## config.mk

```make
export PLATFORM = sky130hd
export DESIGN_NAME = dfd_cla_dst_mmr_apb
export DESIGN_NICKNAME = d
export VERILOG_FILES = /design/src/rtl/dfd_cla_dst_mmr_apb.sv
export SDC_FILE = /design/constraint.sdc
export NUM_CORES = 1
export LEC_CHECK = 0
export CAP_MARGIN = 20
export CORE_UTILIZATION = 48
export CTS_BUF_LIST = sky130_fd_sc_hd__clkbuf_16
export CTS_CLUSTER_DIAMETER = 120
export DETAILED_ROUTE_END_ITERATION = 10
export PLACE_DENSITY = 0.81
export SKIP_LAST_GASP = 1
export SYNTH_ARGS = -nofsm -noshare
export SYNTH_HDL_FRONTEND = slang
export SYNTH_SLANG_ARGS = --single-unit
```

## constraint.sdc

```tcl
create_clock -name clk -period 6.7 [get_ports clk]
set_input_delay 2.01 -clock clk [delete_from_list [all_inputs] [get_ports clk]]
set_output_delay 2.01 -clock clk [all_outputs]
set_load 0.01 [all_outputs]
```

## src/rtl/dfd_cla_dst_mmr_apb.sv

```systemverilog
// APB register slave for the DFD CLA/DST MMR cluster: ID, scratch, DST control
// and a coherent 64-bit CoreTime snapshot (LO read latches HI).
module dfd_cla_dst_mmr_apb #(
   parameter int          DFD_APB_ADDR_WIDTH  = 23,
   parameter int          DFD_APB_DATA_WIDTH  = 32,
   parameter int          DFD_APB_PSTRB_WIDTH = 4,
   parameter logic [31:0] ID_VALUE            = 32'hDFD0_0001
) (
   input  logic                           clk,
   input  logic                           reset,
   input  logic [DFD_APB_ADDR_WIDTH-1:0]  paddr,
   input  logic                           psel,
   input  logic                           penable,
   input  logic [DFD_APB_PSTRB_WIDTH-1:0] pstrb,
   input  logic                           pwrite,
   input  logic [DFD_APB_DATA_WIDTH-1:0]  pwdata,
   output logic                           pready,
   output logic [DFD_APB_DATA_WIDTH-1:0]  prdata,
   output logic                           pslverr,
   input  logic [63:0]                    core_time,
   output logic [DFD_APB_DATA_WIDTH-1:0]  dst_ctrl
);
   localparam int AW = DFD_APB_ADDR_WIDTH;
   localparam int DW = DFD_APB_DATA_WIDTH;

   localparam logic [AW-1:0] ADDR_ID       = AW'(23'h000240);
   localparam logic [AW-1:0] ADDR_SCRATCH0 = AW'(23'h000248);
   localparam logic [AW-1:0] ADDR_SCRATCH1 = AW'(23'h00024C);
   localparam logic [AW-1:0] ADDR_DST_CTRL = AW'(23'h166040);
   localparam logic [AW-1:0] ADDR_CT_LO    = AW'(23'h166048);
   localparam logic [AW-1:0] ADDR_CT_HI    = AW'(23'h16604C);

   logic [DW-1:0] scratch0_q, scratch0_d;
   logic [DW-1:0] scratch1_q, scratch1_d;
   logic [DW-1:0] dst_ctrl_q, dst_ctrl_d;
   logic [31:0]   snap_q, snap_d;

   logic          access, err, wr_en, rd_en;
   logic          hit_id, hit_s0, hit_s1, hit_dst, hit_lo, hit_hi, mapped, ro;
   logic [DW-1:0] wmask, rd_mux;

   assign access  = psel & penable;
   assign hit_id  = (paddr == ADDR_ID);
   assign hit_s0  = (paddr == ADDR_SCRATCH0);
   assign hit_s1  = (paddr == ADDR_SCRATCH1);
   assign hit_dst = (paddr == ADDR_DST_CTRL);
   assign hit_lo  = (paddr == ADDR_CT_LO);
   assign hit_hi  = (paddr == ADDR_CT_HI);
   assign mapped  = hit_id | hit_s0 | hit_s1 | hit_dst | hit_lo | hit_hi;
   assign ro      = hit_id | hit_lo | hit_hi;

   // Full 23-bit decode already rejects misaligned offsets; the explicit term keeps that visible.
   assign err   = ~mapped | (paddr[1:0] != 2'b00) | (pwrite & ro);
   assign wr_en = access & pwrite & ~err;
   assign rd_en = access & ~pwrite & ~err;

   generate
      for (genvar gi = 0; gi < DFD_APB_PSTRB_WIDTH; gi++) begin : g_lane
         assign wmask[gi*8 +: 8] = {8{pstrb[gi]}};
      end
   endgenerate

   always_comb begin
      scratch0_d = scratch0_q;
      scratch1_d = scratch1_q;
      dst_ctrl_d = dst_ctrl_q;
      snap_d     = snap_q;
      if (wr_en && hit_s0)  scratch0_d = (scratch0_q & ~wmask) | (pwdata & wmask);
      if (wr_en && hit_s1)  scratch1_d = (scratch1_q & ~wmask) | (pwdata & wmask);
      if (wr_en && hit_dst) dst_ctrl_d = (dst_ctrl_q & ~wmask) | (pwdata & wmask);
      if (rd_en && hit_lo)  snap_d     = core_time[63:32];
   end

   always_ff @(posedge clk or posedge reset) begin
      if (reset) begin
         scratch0_q <= '0;
         scratch1_q <= '0;
         dst_ctrl_q <= '0;
         snap_q     <= '0;
      end else begin
         scratch0_q <= scratch0_d;
         scratch1_q <= scratch1_d;
         dst_ctrl_q <= dst_ctrl_d;
         snap_q     <= snap_d;
      end
   end

   always_comb begin
      rd_mux = '0;
      unique case (1'b1)
         hit_id:  rd_mux = ID_VALUE;
         hit_s0:  rd_mux = scratch0_q;
         hit_s1:  rd_mux = scratch1_q;
         hit_dst: rd_mux = dst_ctrl_q;
         hit_lo:  rd_mux = core_time[31:0];
         hit_hi:  rd_mux = snap_q;
         default: rd_mux = '0;
      endcase
   end

   assign pready   = access;
   assign pslverr  = access & err;
   assign prdata   = rd_en ? rd_mux : '0;
   assign dst_ctrl = dst_ctrl_q;

endmodule

```

==> impl_summary.log <==
[metrics] Non-Filler Instances: 902
[metrics] Inserted Clock Buffers: 17
[metrics] pin count of the biggest net entering global routing: 56
[metrics] leading post-synthesis cells by cell area: dfrtp_1 (50%), mux2_2 (21%), a22o_1 (6.7%), a222oi_1 (3.4%), nor2_1 (1.9%)
[metrics] Post-synth top flop: dfrtp_1
[metrics] sink count of the clock tree: 128
[metrics] area of the die: 13870 um2
[metrics] critical-path maximum fanout: 16
[metrics] Final period util: 98.80%
[metrics] async set-reset flop share out of synthesis: 100.0%
[metrics] count of cells along the worst register-to-register path: 1
[metrics] CP Class: in2out
[metrics] Root Buffer Master: clkbuf_16
[metrics] run status: complete, no violations
[metrics] Detailed Routing Iterations Pass 1: 9
[metrics] CTS H-tree lvls: 4
[metrics] Final min period: 6.620 ns
[metrics] clock tree from TritonCTS: yes
[metrics] Worst-Margin Slew: between 1 and 1.5 ns
[metrics] CTS clock-pin slew for the worst setup and hold paths: 0.05 ns
[metrics] initial antenna violation count: 0
[metrics] most common cell after layout, fill and taps aside: clkdlybuf4s50_1
[metrics] Fin Hold WS: 0.4981 ns
[metrics] final hold vios: 0
[metrics] Layout area overhead: 45.22%
[metrics] number of global-route vias before repair: 5959
[metrics] cell taking the most area after synthesis: dfrtp_1
[metrics] Post-route DRC: 0
[metrics] setup violation total in the final timing report: 0
[metrics] Pleak: 0.004146 uW
[metrics] unrepaired setup endpoints after global routing: yes
[metrics] total of buffers placed on input and output ports: 193
[metrics] proportion of layout cells with a drive suffix above 1: 28.36%
[metrics] Post-Route WL: 20340 um
[metrics] Multi-input gate area: ~3100 um2
[metrics] cell area after technology mapping: 6432 um2
[metrics] number of buffers inserted to repair setup after CTS: 0
[metrics] count of standard-cell rows: 41
[metrics] switch share: a little over a fifth
[metrics] placeable core area: approximately 13000 um2
[metrics] number of vias after detailed routing: about 5500
[metrics] sequential cell area fraction in the yosys report: 49.80%
[metrics] reg-to-reg setup timing slack: 5.87 ns
[metrics] data arrival time of the critical path: 4.61 ns
[metrics] overall overflow remaining after global route: 0
[metrics] final total power: 1808 uW
[metrics] power density cells: 193.5 nW/um2
[metrics] number of filler instances in the final layout: 901
[metrics] crit path buf inv count: 3
[metrics] series of cell instances along the critical path: clkdlybuf4s50_1, nor4_4, nand2_2, a2111oi_0, buf_4, o21ai_4, a21oi_2, clkdlybuf4s50_1
[metrics] hold worst-path end: snap_q[13]
[metrics] unique cell type count in the Yosys netlist: 45
[metrics] proportion of netlist area held by the largest area contributor: around half
[metrics] Comb pwr share: 7.0%
[metrics] Detail Route Antenna Nets: 0
[metrics] average wire per cell in the routed design: 22.55 um
[metrics] Top Ports: between 150 and 200
[metrics] wire length of the first global-routing pass: 32660 um
[metrics] number of pins exceeding their max-slew limit in the final report: 0
[metrics] Clk Latency, worst-skew pair: 0.42 ns
[metrics] starting density of the core: 50.16%
[metrics] start point of the worst min-delay path: snap_q[13]
[metrics] warning count from the yosys run: 0
[metrics] max-capacitance violation count: 0
[metrics] maximum root-to-sink buffer count: 2
[metrics] internal power of the cells: 1422 uW
[metrics] final cell area excluding filler cells: between 9000 and 10000 um2
[metrics] maximum vdd ir drop: 154.8 uV
[metrics] mean area per synthesized cell: ~13 um2
[metrics] Fin Setup TNS: 0 ns
[metrics] Worst path top cell family by delay: buffers and inverters
[metrics] highest-count cells in the layout ignoring fill and taps: clkdlybuf4s50_1 (193), dfrtp_1 (128), mux2_2 (118)
[metrics] category of the worst setup path capture point: output port
[metrics] die height: 117.8 um
[metrics] number of buffers inserted for hold repair after clock tree synthesis: 0
[metrics] per-cell via count in the routed design: between 6 and 7
[metrics] largest stage delay on the critical path: a little under 0.6 ns
[metrics] number of antenna repair diodes: 0
[metrics] number of instances in the synthesized netlist: 505
[metrics] worst endpoint required time: 4.69 ns
[metrics] Relative slew margins: 25.02%
[metrics] starting DRC count in detailed routing: 498
[metrics] upper clock frequency limit: ~150 MHz
[metrics] total global-route track usage: 30.55%
[metrics] weighted congestion reported at the end of routability-driven placement: 0.9149
[metrics] Min-Delay Path Depth: 1
[metrics] worst-path cell with the longest stage delay: clkdlybuf4s50_1
[metrics] fraction of power consumed by sequential logic: 42.8%
[metrics] dpl cells: 869
[metrics] Post-Place Cell Area: 8715 um2
[metrics] Switching Power: 386.4 uW
[metrics] portion of total power attributed to the clock network: 50.2%
[metrics] register bit total from synthesis: 128
[metrics] half-perimeter wire length after detailed placement: 13790 um
[metrics] CP most frequent cell: clkdlybuf4s50_1
[metrics] die width: 117.8 um
[metrics] Hold/Removal Path Class: reg2reg
[metrics] Synthesized Nets: between 600 and 700
[metrics] sort of element at the start of the critical path: input pin
[metrics] number of nets in the final layout: roughly 850
[metrics] number of enable flip-flop cells after synthesis: 0
[metrics] storage element area: about 3200 um2
[metrics] Fin Clk Skew: 0 ns
[power by group through the flow]
stage	registers [uW]	clock network (uW)	logic, uW
6_report	774	908	126
2_1_floorplan	787	0	26.2
3_3_place_gp	787	0	123
5_1_grt	773	955	135
4_1_cts	774	912	126
3_5_place_dp	787	0	125
[routing by layer]
metal  global-route usage, %  wire (um)  up-vias
met4                   15.46        682        0
met3                   6.008       1321       46
met2                   50.66      10110      278
met5                       0          0        -
met1                   37.90       8226     2805
li1                        -          -     2392
[Yosys cell counts (3+ instances only)]
| cell type | number |
|---|---|
| nand2_1 | 19 |
| nor4_4 | 4 |
| clkbuf_1 | 24 |
| nor4_1 | 6 |
| buf_6 | 3 |
| a22oi_1 | 13 |
| nor2_8 | 4 |
| buf_2 | 3 |
| dfrtp_1 | 128 |
| a22o_1 | 49 |
| and3_1 | 3 |
| a222oi_1 | 22 |
| nor2_4 | 4 |
| nor3_1 | 4 |
| mux2_1 | 11 |
| nand3_1 | 5 |
| nor4_2 | 3 |
| nor2_1 | 33 |
| a21oi_1 | 14 |
| mux2_2 | 118 |
| inv_1 | 3 |
[worst max-delay path by stage]
stage / start / cells after the start / slack, ns / end
2_1_floorplan: paddr[11] / 7 / 1.0 / prdata[28]
3_3_place_gp: paddr[1] / 8 / 0.07 / prdata[29]
3_5_place_dp: paddr[1] / 8 / -0.05 / prdata[20]
4_1_cts: paddr[8] / 8 / -0.03 / prdata[20]
5_1_grt: paddr[8] / 8 / -0.005 / prdata[20]
6_report: paddr[1] / 8 / 0.08 / prdata[20]
[area by class of cell]
cell class	count	area share, %
Timing Repair Buffer	224	23.52
Clock buffer	17	4.554
Inverter	3	0.1473
Clock inverter	15	1.621
Sequential cell	128	34.29
Tap cell	172	2.304
Multi-Input combinational cell	343	33.57
[cell families after synthesis]
logic type             Yosys count  share of synthesized area (%)
buffers and inverters           35                          2.509
DFF                            128                          49.80
muxes                          131                          22.89
and+or+nand+nor                102                          10.78
AOI/OAI and AO/OA              109                          14.02
[what timing repair did]
action,in CTS,in global routing
gates cloned,1,0
gates resized for setup,1,8
endpoints found under the setup margin,2,32
[metrics by stage]
step | setup WS, ns | utilization [%]
after CTS | -0.02947 | 72.58
after global routing | -0.005038 | 72.84
final | 0.08019 | 72.84
after global placement | 0.07481 | 67.95
after detailed placement | -0.05433 | 67.95
after floorplan | 0.9989 | -
No activity file was read; power rests on OpenSTA's default activity.
